[src/rtl/instruction_fetcher_pkg.sv]
// instruction_fetcher_pkg: shared core encodings and fetch-stage constants
package instruction_fetcher_pkg;
    typedef enum logic [2:0] {
        CORE_IDLE    = 3'b000,
        CORE_FETCH   = 3'b001,
        CORE_DECODE  = 3'b010,
        CORE_REQUEST = 3'b011,
        CORE_WAIT    = 3'b100,
        CORE_EXECUTE = 3'b101,
        CORE_UPDATE  = 3'b110,
        CORE_DONE    = 3'b111
    } core_state_e;

    typedef enum logic [2:0] {
        FS_IDLE     = 3'b000,
        FS_FETCHING = 3'b001,
        FS_FETCHED  = 3'b010
    } fetcher_state_e;

    localparam int OPCODE_BITS     = 4;
    localparam int PERF_COUNT_BITS = 16;
endpackage

[src/rtl/instruction_fetcher_ibuf_dm.sv]
// ibuf_dm: direct-mapped instruction buffer, combinational lookup, registered fill/flush
module ibuf_dm
    import instruction_fetcher_pkg::*;
#(
    parameter int ADDR_BITS = 8,
    parameter int DATA_BITS = 16,
    parameter int LINES     = 4
) (
    input  logic                 clk,
    input  logic                 reset,
    input  logic [ADDR_BITS-1:0] lookup_pc_i,
    output logic                 hit_o,
    output logic [DATA_BITS-1:0] data_o,
    input  logic                 flush_i,
    input  logic                 fill_i,
    input  logic [ADDR_BITS-1:0] fill_pc_i,
    input  logic [DATA_BITS-1:0] fill_data_i
);
    localparam int IDX_BITS = $clog2(LINES);
    localparam int TAG_BITS = ADDR_BITS - IDX_BITS;

    logic [LINES-1:0]     valid_q;
    logic [TAG_BITS-1:0]  tag_q  [LINES];
    logic [DATA_BITS-1:0] data_q [LINES];

    logic [IDX_BITS-1:0] lookup_idx, fill_idx;
    logic [TAG_BITS-1:0] lookup_tag, fill_tag;

    assign lookup_idx = lookup_pc_i[IDX_BITS-1:0];
    assign lookup_tag = lookup_pc_i[ADDR_BITS-1:IDX_BITS];
    assign fill_idx   = fill_pc_i[IDX_BITS-1:0];
    assign fill_tag   = fill_pc_i[ADDR_BITS-1:IDX_BITS];

    // a lookup coinciding with flush must miss, since the line is being invalidated
    assign hit_o  = valid_q[lookup_idx] && (tag_q[lookup_idx] == lookup_tag) && !flush_i;
    assign data_o = data_q[lookup_idx];

    // valid bits: cleared by reset or flush, set by a fill that does not race a flush
    always_ff @(posedge clk) begin
        if (reset || flush_i) valid_q <= '0;
        else if (fill_i) valid_q[fill_idx] <= 1'b1;
    end

    // tag/data storage needs no reset; valid bits guard it
    always_ff @(posedge clk) begin
        if (fill_i && !flush_i) begin
            tag_q[fill_idx]  <= fill_tag;
            data_q[fill_idx] <= fill_data_i;
        end
    end
endmodule

[src/rtl/instruction_fetcher.sv]
// instruction_fetcher: fetch stage with instruction buffer, memory handshake and perf counters
module instruction_fetcher
    import instruction_fetcher_pkg::*;
#(
    parameter int PROGRAM_MEM_ADDR_BITS = 8,
    parameter int PROGRAM_MEM_DATA_BITS = 16,
    parameter int IBUF_LINES            = 4,
    parameter int COUNT_BITS            = PERF_COUNT_BITS
) (
    input  logic                             clk,
    input  logic                             reset,
    input  logic [2:0]                       core_state,
    input  logic [PROGRAM_MEM_ADDR_BITS-1:0] current_pc,
    input  logic                             flush,
    output logic                             mem_read_valid,
    output logic [PROGRAM_MEM_ADDR_BITS-1:0] mem_read_address,
    input  logic                             mem_read_ready,
    input  logic [PROGRAM_MEM_DATA_BITS-1:0] mem_read_data,
    output logic [2:0]                       fetcher_state,
    output logic [PROGRAM_MEM_DATA_BITS-1:0] instruction,
    output logic [COUNT_BITS-1:0]            hit_count,
    output logic [COUNT_BITS-1:0]            miss_count
);
    fetcher_state_e                   state_q, state_d;
    logic                             req_valid_q, req_valid_d;
    logic [PROGRAM_MEM_ADDR_BITS-1:0] req_addr_q, req_addr_d;
    logic [PROGRAM_MEM_DATA_BITS-1:0] instr_q, instr_d;
    logic [COUNT_BITS-1:0]            hit_cnt_q, hit_cnt_d;
    logic [COUNT_BITS-1:0]            miss_cnt_q, miss_cnt_d;
    logic                             flushed_q, flushed_d;

    logic                             buf_hit;
    logic [PROGRAM_MEM_DATA_BITS-1:0] buf_data;
    logic                             fill;

    ibuf_dm #(
        .ADDR_BITS(PROGRAM_MEM_ADDR_BITS),
        .DATA_BITS(PROGRAM_MEM_DATA_BITS),
        .LINES    (IBUF_LINES)
    ) u_ibuf (
        .clk        (clk),
        .reset      (reset),
        .lookup_pc_i(current_pc),
        .hit_o      (buf_hit),
        .data_o     (buf_data),
        .flush_i    (flush),
        .fill_i     (fill),
        .fill_pc_i  (req_addr_q),
        .fill_data_i(mem_read_data)
    );

    // state, request and counter registers
    always_ff @(posedge clk) begin
        if (reset) begin
            state_q     <= FS_IDLE;
            req_valid_q <= 1'b0;
            req_addr_q  <= '0;
            instr_q     <= '0;
            hit_cnt_q   <= '0;
            miss_cnt_q  <= '0;
            flushed_q   <= 1'b0;
        end else begin
            state_q     <= state_d;
            req_valid_q <= req_valid_d;
            req_addr_q  <= req_addr_d;
            instr_q     <= instr_d;
            hit_cnt_q   <= hit_cnt_d;
            miss_cnt_q  <= miss_cnt_d;
            flushed_q   <= flushed_d;
        end
    end

    // next state: lookup on FETCH, wait for memory on a miss, release on DECODE;
    // a flush seen while a request is outstanding keeps its stale response out of the buffer
    always_comb begin
        state_d     = state_q;
        req_valid_d = req_valid_q;
        req_addr_d  = req_addr_q;
        instr_d     = instr_q;
        hit_cnt_d   = hit_cnt_q;
        miss_cnt_d  = miss_cnt_q;
        flushed_d   = flushed_q;
        fill        = 1'b0;
        case (state_q)
            FS_IDLE: begin
                if (core_state == CORE_FETCH) begin
                    if (buf_hit) begin
                        instr_d   = buf_data;
                        state_d   = FS_FETCHED;
                        hit_cnt_d = &hit_cnt_q ? hit_cnt_q : hit_cnt_q + COUNT_BITS'(1);
                    end else begin
                        req_valid_d = 1'b1;
                        req_addr_d  = current_pc;
                        state_d     = FS_FETCHING;
                        flushed_d   = flush;
                        miss_cnt_d  = &miss_cnt_q ? miss_cnt_q : miss_cnt_q + COUNT_BITS'(1);
                    end
                end
            end
            FS_FETCHING: begin
                flushed_d = flushed_q | flush;
                if (mem_read_ready) begin
                    instr_d     = mem_read_data;
                    req_valid_d = 1'b0;
                    fill        = !flush && !flushed_q;
                    state_d     = FS_FETCHED;
                end
            end
            FS_FETCHED: state_d = (core_state == CORE_DECODE) ? FS_IDLE : FS_FETCHED;
            default:    state_d = FS_IDLE;
        endcase
    end

    assign mem_read_valid   = req_valid_q;
    assign mem_read_address = req_addr_q;
    assign fetcher_state    = state_q;
    assign instruction      = instr_q;
    assign hit_count        = hit_cnt_q;
    assign miss_count       = miss_cnt_q;
endmodule

[config.mk]
export PLATFORM = sky130hd
export DESIGN_NAME = instruction_fetcher
export DESIGN_NICKNAME = d
export VERILOG_FILES = /design/src/rtl/instruction_fetcher_pkg.sv /design/src/rtl/instruction_fetcher_ibuf_dm.sv /design/src/rtl/instruction_fetcher.sv
export SDC_FILE = /design/constraint.sdc
export NUM_CORES = 1
export LEC_CHECK = 0
export ABC_AREA = 1
export BUFFER_PORTS_ARGS = -buffer_cell sky130_fd_sc_hd__buf_2
export CAP_MARGIN = 30
export CORE_MARGIN = 4
export CORE_UTILIZATION = 52
export CTS_BUF_LIST = sky130_fd_sc_hd__clkbuf_16
export DETAILED_ROUTE_END_ITERATION = 7
export MAX_ROUTING_LAYER = met4
export PLACE_DENSITY = 0.76
export SETUP_SLACK_MARGIN = 0.15
export SYNTH_ARGS = -nofsm -noshare
export SYNTH_HDL_FRONTEND = slang
export SYNTH_SLANG_ARGS = --single-unit
[constraint.sdc]
create_clock -name clk -period 2.7 [get_ports clk]
set_input_delay 0.54 -clock clk [delete_from_list [all_inputs] [get_ports clk]]
set_output_delay 0.54 -clock clk [all_outputs]
set_load 0.02 [all_outputs]
==> reports/results.tsv, run 1 <==
metric	value	unit
CTS Sinks	152	
max frequency	0.464	GHz
RSZ-0062 raised after global routing	false	
# diodes	0	
CTS resizes	0	
status	finished clean	
I/O pin cnt	91	
Max-Slew Margin vs Limit	0.647	
initial antenna violation count	0	
CP cell instances	buf_2 > inv_2 > nand2_1 > nand3_1 > nand2_1 > nand2_1 > nand2_1 > nor2_2 > nand3_4 > nand2_2 > nand3_2 > buf_4 > nor2_1 > nor2_1	
Max-cap violations	0	
final max-slew violation count	0	
layout cells sized above 1	0.177	
Yosys Warn Count	0	
largest net degree at the start of global routing	34	
Syn Nets	793	
commonest non-fill, non-tap cells in the layout	nand2_1, buf_2, edfxtp_1	
Distinct cells, synth	32	
total vias in the final route	5490	
initial core utilization	0.534	
Area Growth Syn to Fin	17.4	%
DIE AREA	0.0150	mm^2
Num CTS Buffers	17	
final wirelength	15.7	mm
drt pass-1 iters	7	
Crit Path Class	input port to register	
vias in the first global route	5102	
Post-CTS Setup Inserts	0	
Final Skew	0.00742	ns
DIE HEIGHT	122	um
crit end category	register	
first-pass GRT wire length	25.2	mm
most used cell, CP	nand2_1	
dpl hpwl	10.3	mm
WL per Instance	15.1	um
Pwr Density	615	mW/mm^2
DRC errors left	0	
# setup viols final	0	
PnR Total Power	4.91	mW
commonest non-fill, non-tap cell in the layout	nand2_1	
total track usage	0.222	
P_leak	3.25	nW
Max stage delay on crit path	0.29	ns
CTS H-tree depth	4	
critical path data arrival time	2.46	ns
gr ovfl total	0	
Final ANT Viol Nets	0	
CP startpoint kind	input port	
final critical-path required period	2.16	ns
FF-to-FF setup slack	0.66	ns
Area after DPL	0.00744	mm^2
post-route cell area	0.00798	mm^2
Cell Rows	41	
Clock Latency Late Sink	0.42	ns
CP max stage cell	buf_4	
worst-path fanout max	23	
hold_buf cts	0	
Critical Path RT	3.01	ns
Synth Area per Inst	8.94	um^2
Seq/Total Area, Yosys	0.578	
core area	0.0127	mm^2
Worst Max-Slew Pin Slew	0.529	ns
Max clock buf depth	2	
#FFs+latches synth	152	
TritonCTS clock tree	done	
Post-Syn Area	0.00679	mm^2
Hold WC Path Type	input port to register	
nets	885	
Initial DRC Count	397	
GPL Wtd Cong	0.917	
cells after synthesis	760	
number of I/O port buffers	89	
final core area utilization	0.627	
vias per cell	5.30	
width of the die	122	um
Final Hold Viols	0	
crit share post-route	0.798	
CTS clk-pin slew, worst paths	0.06	ns
Max VDD drop	0.457	mV
Root Driver	clkbuf_16	
## cell usage after synthesis
master | number | area (um^2)
nor3_2 | 1 | 10.0
ha_1 | 2 | 25.0
o21ai_0 | 22 | 110
dfxtp_1 | 64 | 1280
buf_2 | 6 | 30.0
inv_1 | 60 | 225
buf_1 | 4 | 15.0
o21bai_1 | 2 | 15.0
clkbuf_1 | 17 | 63.8
conb_1 | 1 | 3.75
edfxtp_1 | 88 | 2640
a32o_1 | 16 | 160
inv_2 | 2 | 7.51
nor4_1 | 2 | 12.5
nand4_1 | 25 | 156
buf_6 | 4 | 45.0
buf_4 | 4 | 30.0
nand3b_1 | 5 | 37.5
xnor2_1 | 7 | 61.3
nand3_1 | 36 | 180
nor3_1 | 12 | 60.1
xor2_1 | 13 | 114
nor2_4 | 3 | 33.8
and2_1 | 1 | 6.26
nand2_2 | 1 | 6.26
nand2_1 | 224 | 841
nor2_1 | 81 | 304
a31oi_1 | 1 | 6.26
nor2_2 | 2 | 12.5
a21oi_1 | 50 | 250
nand3_4 | 1 | 17.5
nand3_2 | 3 | 30.0
## per-stage QoR
| stage | TNS (ns) | instances | worst slack [ns] | hold slack [ns] |
|---|---|---|---|---|
| after global routing | 0 | 1036 | 0.373 | 0.336 |
| after global placement | 0 | 1005 | 0.235 | 0.450 |
| after CTS | 0 | 1036 | 0.544 | 0.335 |
| final | 0 | 1036 | 0.544 | 0.346 |
| after floorplan | -41.67 | 760 | -0.461 | 0.440 |
| after detailed placement | 0 | 1005 | 0.158 | 0.465 |
## routing by layer
layer  vias to the layer above  wire length [um]  GRT usage
met3                        19               956     0.0562
met2                       172              7390      0.340
met4                         0               195     0.0672
met5                         -                 0          -
met1                      2576              7120      0.293
li1                       2723                 -          -
## state kept, by name (all words and copies together), names as in the netlist
signal and flops:
mem_read_address 8, mem_read_valid 1, u_ibuf.data_q 64, hit_count 16, flushed_q 1, fetcher_state 2, u_ibuf.valid_q 4, u_ibuf.tag_q 24
miss_count 16, instruction 16
## worst max-delay path, delay by kind of cell
kind	cells	cell delay, ns
buffers and inverters	3	0.66
AND/OR/NAND/NOR	11	1.23
## where the power goes
part           internal, mW  switching (mW)  total, mW  leakage [nW]
Sequential             2.46          0.0136       2.48          1.30
Combinational        0.0903           0.192      0.282          1.69
Clock                  1.25           0.901       2.15         0.261
## area by class of cell
cell class,instances,area (um^2)
Clock inverter,14,111
Tap cell,172,215
Sequential cell,152,3920
Clock buffer,17,425
Multi-Input combinational cell,511,2480
Inverter,62,233
Timing Repair Buffer,108,588
Fill cell,1088,4740
## worst paths after layout
check                                      start                              to  cells past startpoint
setup / recovery                   current_pc[0]     instruction[7]$_SDFFE_PP0P_                     14
hold / removal                  mem_read_data[7]   u_ibuf.data_q[0][7]$_DFFE_PP_                      1
setup reg to reg    u_ibuf.tag_q[0][2]$_DFFE_PP_     instruction[7]$_SDFFE_PP0P_                     11
hold reg to reg   u_ibuf.valid_q[1]$_SDFFE_PP0P_  u_ibuf.valid_q[1]$_SDFFE_PP0P_                      2
## logic make-up (layout without fill, tap and decap cells)
family,after synthesis,after routing,share of synthesized area
compound gates,91,91,0.0797
fa+ha+maj,2,2,0.00368
other cells,1,1,0.000552
simple gates,397,397,0.251
flops,152,152,0.578
xor+xnor,20,20,0.0258
buf+inv,97,201,0.0613
(Power assumes the default switching activity.)
==> inputs of run 2 (changes only) <==
Settings changed: CORE_UTILIZATION 52 to 55, PLACE_DENSITY 0.76 to 0.77.
Clock period 2.7 ns to 2.2 ns, I/O delays scaled along.
==> run 2 against run 1 <==
Register-to-register slack worse by 0.31 ns. Critical path depth down 5. Utilization increased by 5.4 points. Non-clock buffer count increased by 7. Clock skew grew 0.0015 ns. Flip-flop and latch count unchanged. Global-route usage rose by 1.7 points. Worst hold slack worse by 0.11 ns. Total power increased by 29%. Clock power up 36%. Sequential power rose by 23%. Critical path type is now register to register. Largest cell class unchanged. Largest power group unchanged.
==> reports/results.tsv, run 2 (same netlist as run 1, synthesis figures left out) <==
metric	value	unit	change
status	finished clean		
largest register by flop count	u_ibuf.data_q		
commonest non-fill, non-tap cells in the layout	nand2_1, buf_2, edfxtp_1		
total vias in the final route	5595		+1.9%
post-route cell area	0.00821	mm^2	+3.0%
RSZ-0062 raised after global routing	false		
crit end category	register		
DIE HEIGHT	119	um	-2.6%
Hold WC Path Type	input port to register		
Largest delay share family, worst path	simple AND/OR/NAND/NOR gates		
crit share post-route	0.840		
Clock Latency Late Sink	0.43	ns	about the same
initial core utilization	0.563		+0.0292
CTS Sinks	152		unchanged
Seq. cell area	0.00393	mm^2	about the same
Area Growth Syn to Fin	20.9	%	
final critical-path required period	1.85	ns	
nets	892		+0.79%
Top Registers	u_ibuf.data_q x64, u_ibuf.tag_q x24		
FF-to-FF setup slack	0.35	ns	-0.31 ns
largest net degree at the start of global routing	34		unchanged
I/O pin cnt	91		unchanged
Max VDD drop	0.440	mV	-3.7%
Crit Path Class	register to register		
HP Start	mem_read_data[15]		
TritonCTS clock tree	done		
Setup TNS	0	ns	unchanged
max frequency	0.541	GHz	
r2r endpoint	miss_count[5]$_SDFFE_PP0P_		
GPL Wtd Cong	0.865		-5.8%
Num CTS Buffers	17		unchanged
gr ovfl total	0		unchanged
Critical Path RT	2.50	ns	-0.51 ns
RR Startpoint	miss_count[0]$_SDFFE_PP0P_		
CP startpoint kind	register		
Root Driver	clkbuf_16		
vias per cell	5.38		+1.5%
CP max stage cell	dfxtp_1		
worst r2r path cells	9		-2
critical path data arrival time	2.15	ns	-0.31 ns
max reg flops	64		unchanged
Max clock buf depth	2		unchanged
number of I/O port buffers	89		unchanged
Final Hold Viols	0		unchanged
worst-path fanout max	15		-35%
Max stage delay on crit path	0.38	ns	+0.09 ns
P_leak	3.37	nW	+3.6%
Hold Path End	u_ibuf.data_q[1][15]$_DFFE_PP_		
CP Launch Point	miss_count[0]$_SDFFE_PP0P_		
Cell Rows	40		-2.4%
CTS clk-pin slew, worst paths	0.06	ns	about the same
CTS H-tree depth	4		unchanged
Pwr Density	770	mW/mm^2	+25%
final max-slew violation count	0		unchanged
footprint of the multi-input gates	0.00254	mm^2	+2.3%
PnR Total Power	6.32	mW	+29%
Area after DPL	0.00758	mm^2	+1.8%
Initial DRC Count	596		+50%
Hold Path Cell Cnt	1		unchanged
Max-cap violations	0		unchanged
vias in the first global route	5298		+3.8%
# fillers	929		-15%
drt pass-1 iters	6		-1
CP cell instances	ha_1 > nand2_1 > nor2_2 > nand2_1 > nor2_1 > nand4_1 > buf_4 > nand4_1 > a21oi_1		
core area	0.0121	mm^2	-5.2%
layout cells sized above 1	0.196		+0.0190
width of the die	119	um	-2.6%
Final Skew	0.00893	ns	+0.00151 ns
DRC errors left	0		unchanged
commonest non-fill, non-tap cell in the layout	nand2_1		
# diodes	0		unchanged
final wirelength	16.3	mm	+4.1%
hold_buf cts	0		unchanged
first-pass GRT wire length	26.0	mm	+3.6%
DIE AREA	0.0142	mm^2	-5.1%
dpl hpwl	10.7	mm	+4.7%
# setup viols final	0		unchanged
WL per Instance	15.7	um	+3.7%
WP buf/inv	1		-2
total track usage	0.239		+0.0167
Final ANT Viol Nets	0		unchanged
initial antenna violation count	0		unchanged
## run 2: changes by cell type in the layout (fill, tap and decap cells not counted), moves of 3 or more
cell	previous run	this run
nor3_4	0	5
buf_12	0	6
clkinv_1	3	0
nor3_2	6	1
inv_1	62	59
## run 2: layout make-up
class | count | share of cell area
clock buffer | 17 | 0.0518
clock inverter | 15 | 0.0203
multi-input combinational | 511 | 0.309
sequential | 152 | 0.478
timing repair buffer | 115 | 0.0871
tap | 168 | 0.0256
inverter | 62 | 0.0283
## run 2: worst register-to-register path: cells and delay by family, from the launching register on
kind | cells | cell delay [ns]
AOI/OAI and AO/OA | 1 | 0.07
adders and majority gates | 1 | 0.20
buffers and inverters | 1 | 0.25
DFF | 1 | 0.38
and+or+nand+nor | 6 | 0.81
## run 2: worst max path at each step
stage / to / slack [ns] / cells after the start
2_1_floorplan: u_ibuf.data_q[0][0]$_DFFE_PP_ / 0.20 / 6
3_3_place_gp: hit_count[5]$_SDFFE_PP0P_ / 0.10 / 12
3_5_place_dp: hit_count[0]$_SDFFE_PP0P_ / 0.06 / 13
4_1_cts: hit_count[15]$_SDFFE_PP0P_ / 0.19 / 9
5_1_grt: miss_count[3]$_SDFFE_PP0P_ / 0.22 / 9
6_report: miss_count[5]$_SDFFE_PP0P_ / 0.35 / 9
## run 2: what timing repair did
| action | CTS | global route |
|---|---|---|
| setup endpoints to repair | 0 | 19 |
| setup buffers | 0 | 3 |
| resized for setup | 0 | 4 |
## run 2: per-layer routing
metal | part of all wire | GRT usage | up-vias
met5 | 0 | - | -
met4 | 0.014 | 0.0724 | 0
met3 | 0.074 | 0.0556 | 21
met2 | 0.50 | 0.385 | 210
met1 | 0.42 | 0.301 | 2625
li1 | - | - | 2739
## run 2: stage by stage
| step | utilization | worst slack, ns | hold slack [ns] | cells |
|---|---|---|---|---|
| 2_1_floorplan | - | 0.197 | 0.440 | 760 |
| 3_3_place_gp | 0.628 | 0.102 | 0.448 | 1005 |
| 3_5_place_dp | 0.628 | 0.0558 | 0.453 | 1005 |
| 4_1_cts | 0.677 | 0.194 | 0.224 | 1037 |
| 5_1_grt | 0.681 | 0.216 | 0.232 | 1040 |
| 6_report | 0.681 | 0.352 | 0.238 | 1040 |
## run 2: power by group
part	switching [mW]	internal, mW
clock network	1.23	1.70
registers	0.0183	3.02
logic	0.242	0.118
==> inputs of run 3 (changes only) <==
Settings changed: CORE_UTILIZATION 55 to 52, PLACE_DENSITY 0.77 to 0.76.
Clock period 2.2 ns to 1.7 ns, I/O delays scaled along.
==> run 3 against run 2 <==
The run now ends with setup timing left. Die area is 5.4% higher. Worst hold slack got worse by 0.097 ns. Sequential power grew 29%. Cell count rose by 4.5%. Final area up 10%. Count of clock-buffer cells in the layout unchanged. Total power is 32% higher. Combinational power rose by 61%. Routed wire length increased by 14%. Critical path type unchanged. Largest cell class unchanged.
==> reports/results.tsv, run 3 (same netlist as run 1, synthesis figures left out) <==
metric	value	unit	change
WP buf/inv	1		unchanged
crit share post-route	1.05		+0.208
worst-path fanout max	6		-9
CTS Sinks	152		unchanged
final critical-path required period	1.78	ns	-0.0658 ns
Largest delay share family, worst path	simple AND/OR/NAND/NOR gates		
cell depth of the worst setup path	12		+3
Root Driver	clkbuf_16		
DRC errors left	0		unchanged
Area after DPL	0.00792	mm^2	+4.6%
final max-slew violation count	0		unchanged
drt pass-1 iters	6		unchanged
layout cells sized above 1	0.308		+0.112
Final Skew	0.00801	ns	-0.000918 ns
CP startpoint kind	register		
total track usage	0.246		+0.00727
most used cell, CP	nand2_1		
Final ANT Viol Nets	0		unchanged
Critical Path RT	2.07	ns	-0.43 ns
CP cell instances	nand2_1 > nand3_2 > nand3b_1 > nand2_2 > nor2_4 > nand3_4 > buf_12 > nor2_4 > nand2_2 > nand2_1 > nand2_1 > nor2_1		
first-pass GRT wire length	27.7	mm	+6.2%
Setup TNS	-1.88	ns	-1.88 ns
Final Hold Viols	0		unchanged
P_leak	3.68	nW	+9.3%
DIE AREA	0.0150	mm^2	+5.4%
# diodes	0		unchanged
max reg flops	64		unchanged
RR Startpoint	u_ibuf.tag_q[1][3]$_DFFE_PP_		
Fin Hold WS	0.142	ns	-0.0967 ns
nets	935		+4.8%
Cell Rows	41		+2.5%
critical path data arrival time	2.15	ns	about the same
initial core utilization	0.534		-0.0292
GPL Wtd Cong	0.925		+7.0%
Hold WC Path Type	input port to register		
CP endpoint	hit_count[13]$_SDFFE_PP0P_		
TritonCTS clock tree	done		
core area	0.0127	mm^2	+5.5%
width of the die	122	um	+2.7%
vias per cell	5.53		+2.7%
largest register by flop count	u_ibuf.data_q		
gr ovfl total	0		unchanged
dpl hpwl	11.2	mm	+4.0%
worst r2r path cells	12		+3
Area Growth Syn to Fin	33.1	%	
Max stage delay on crit path	0.41	ns	+0.03 ns
status	finished, violations left		
FF-to-FF setup slack	-0.08	ns	-0.43 ns
crit end category	register		
WL per Instance	17.1	um	+9.3%
final core area utilization	0.711		+0.0298
CP max stage cell	edfxtp_1		
vias in the first global route	5532		+4.4%
Top Registers	u_ibuf.data_q x64, u_ibuf.tag_q x24		
Num CTS Buffers	17		unchanged
hold_buf cts	0		unchanged
pre-CTS WS	-0.281	ns	-0.337 ns
final wirelength	18.6	mm	+14%
commonest non-fill, non-tap cells in the layout	nand2_1, buf_2, edfxtp_1		
CTS H-tree depth	4		unchanged
failing checks	setup timing		
# fillers	923		-0.65%
RSZ-0062 raised after global routing	true		
Pwr Density	922	mW/mm^2	+20%
r2r endpoint	hit_count[13]$_SDFFE_PP0P_		
Max-cap violations	0		unchanged
number of I/O port buffers	89		unchanged
worst setup margin	-0.0822	ns	-0.434 ns
Clock Latency Late Sink	0.43	ns	about the same
Initial DRC Count	557		-6.5%
total vias in the final route	6007		+7.4%
I/O pin cnt	91		unchanged
# setup viols final	54		+54
DIE HEIGHT	122	um	+2.7%
initial antenna violation count	0		unchanged
Max VDD drop	0.603	mV	+37%
CP Launch Point	u_ibuf.tag_q[1][3]$_DFFE_PP_		
CTS clk-pin slew, worst paths	0.06	ns	about the same
max frequency	0.561	GHz	+3.7%
largest net degree at the start of global routing	34		unchanged
Crit Path Class	register to register		
post-route cell area	0.00904	mm^2	+10%
commonest non-fill, non-tap cell in the layout	nand2_1		
Max clock buf depth	2		unchanged
==> run 3: cell types whose count changed in the layout (fill, tap and decap cells not counted), moves of 11 or more <==
cell	previous run	this run
buf_4	20	40
dfxtp_1	63	47
dfxtp_2	1	12
nand2_1	224	205
nand2_2	1	16
nand3_1	35	21
nand3_2	3	15
==> run 3: layout make-up <==
cell class,instances,area [um^2],share of cell area
Clock buffer,17,425,0.0470
Clock inverter,15,176,0.0195
Inverter,62,240,0.0266
Multi-Input combinational cell,516,2870,0.317
Sequential cell,152,3960,0.438
Tap cell,172,215,0.0238
Timing Repair Buffer,153,1160,0.128
==> run 3: where the power goes <==
| group | internal, mW | switching (mW) |
|---|---|---|
| Combinational | 0.208 | 0.370 |
| Sequential | 3.90 | 0.0253 |
| Clock | 2.31 | 1.52 |
| Total | 6.42 | 1.92 |
==> run 3: repair_timing <==
action,in CTS,in global routing
pin swaps,5,20
setup endpoints to repair,150,152
gates resized for setup,17,38
buffers inserted,3,10
cloned,4,8
==> run 3: worst min-delay path by stage <==
stage / startpoint / endpoint / slack (ns) / cells past startpoint
2_1_floorplan: mem_read_data[0] / u_ibuf.data_q[0][0]$_DFFE_PP_ / 0.44 / 0
5_1_grt: mem_read_data[6] / u_ibuf.data_q[2][6]$_DFFE_PP_ / 0.13 / 1
6_report: mem_read_data[15] / u_ibuf.data_q[0][15]$_DFFE_PP_ / 0.14 / 1
3_3_place_gp: u_ibuf.valid_q[3]$_SDFFE_PP0P_ / u_ibuf.valid_q[3]$_SDFFE_PP0P_ / 0.46 / 2
3_5_place_dp: u_ibuf.valid_q[0]$_SDFFE_PP0P_ / u_ibuf.valid_q[0]$_SDFFE_PP0P_ / 0.47 / 2
4_1_cts: mem_read_data[15] / u_ibuf.data_q[0][15]$_DFFE_PP_ / 0.12 / 1
==> run 3: metal layers <==
| metal | vias to the layer above | wire length (um) | track usage |
|---|---|---|---|
| li1 | 2851 | - | - |
| met1 | 2840 | 7630 | 0.327 |
| met2 | 287 | 9080 | 0.375 |
| met3 | 29 | 1620 | 0.0618 |
| met4 | 0 | 285 | 0.0742 |
| met5 | - | 0 | - |
==> run 3: through the flow <==
| stage | cells | total power [mW] |
|---|---|---|
| 4_1_cts | 1069 | 8.34 |
| 3_5_place_dp | 1030 | 4.52 |
| 6_report | 1087 | 8.34 |
| 2_1_floorplan | 760 | 4.32 |
| 5_1_grt | 1087 | 8.60 |
| 3_3_place_gp | 1030 | 4.50 |
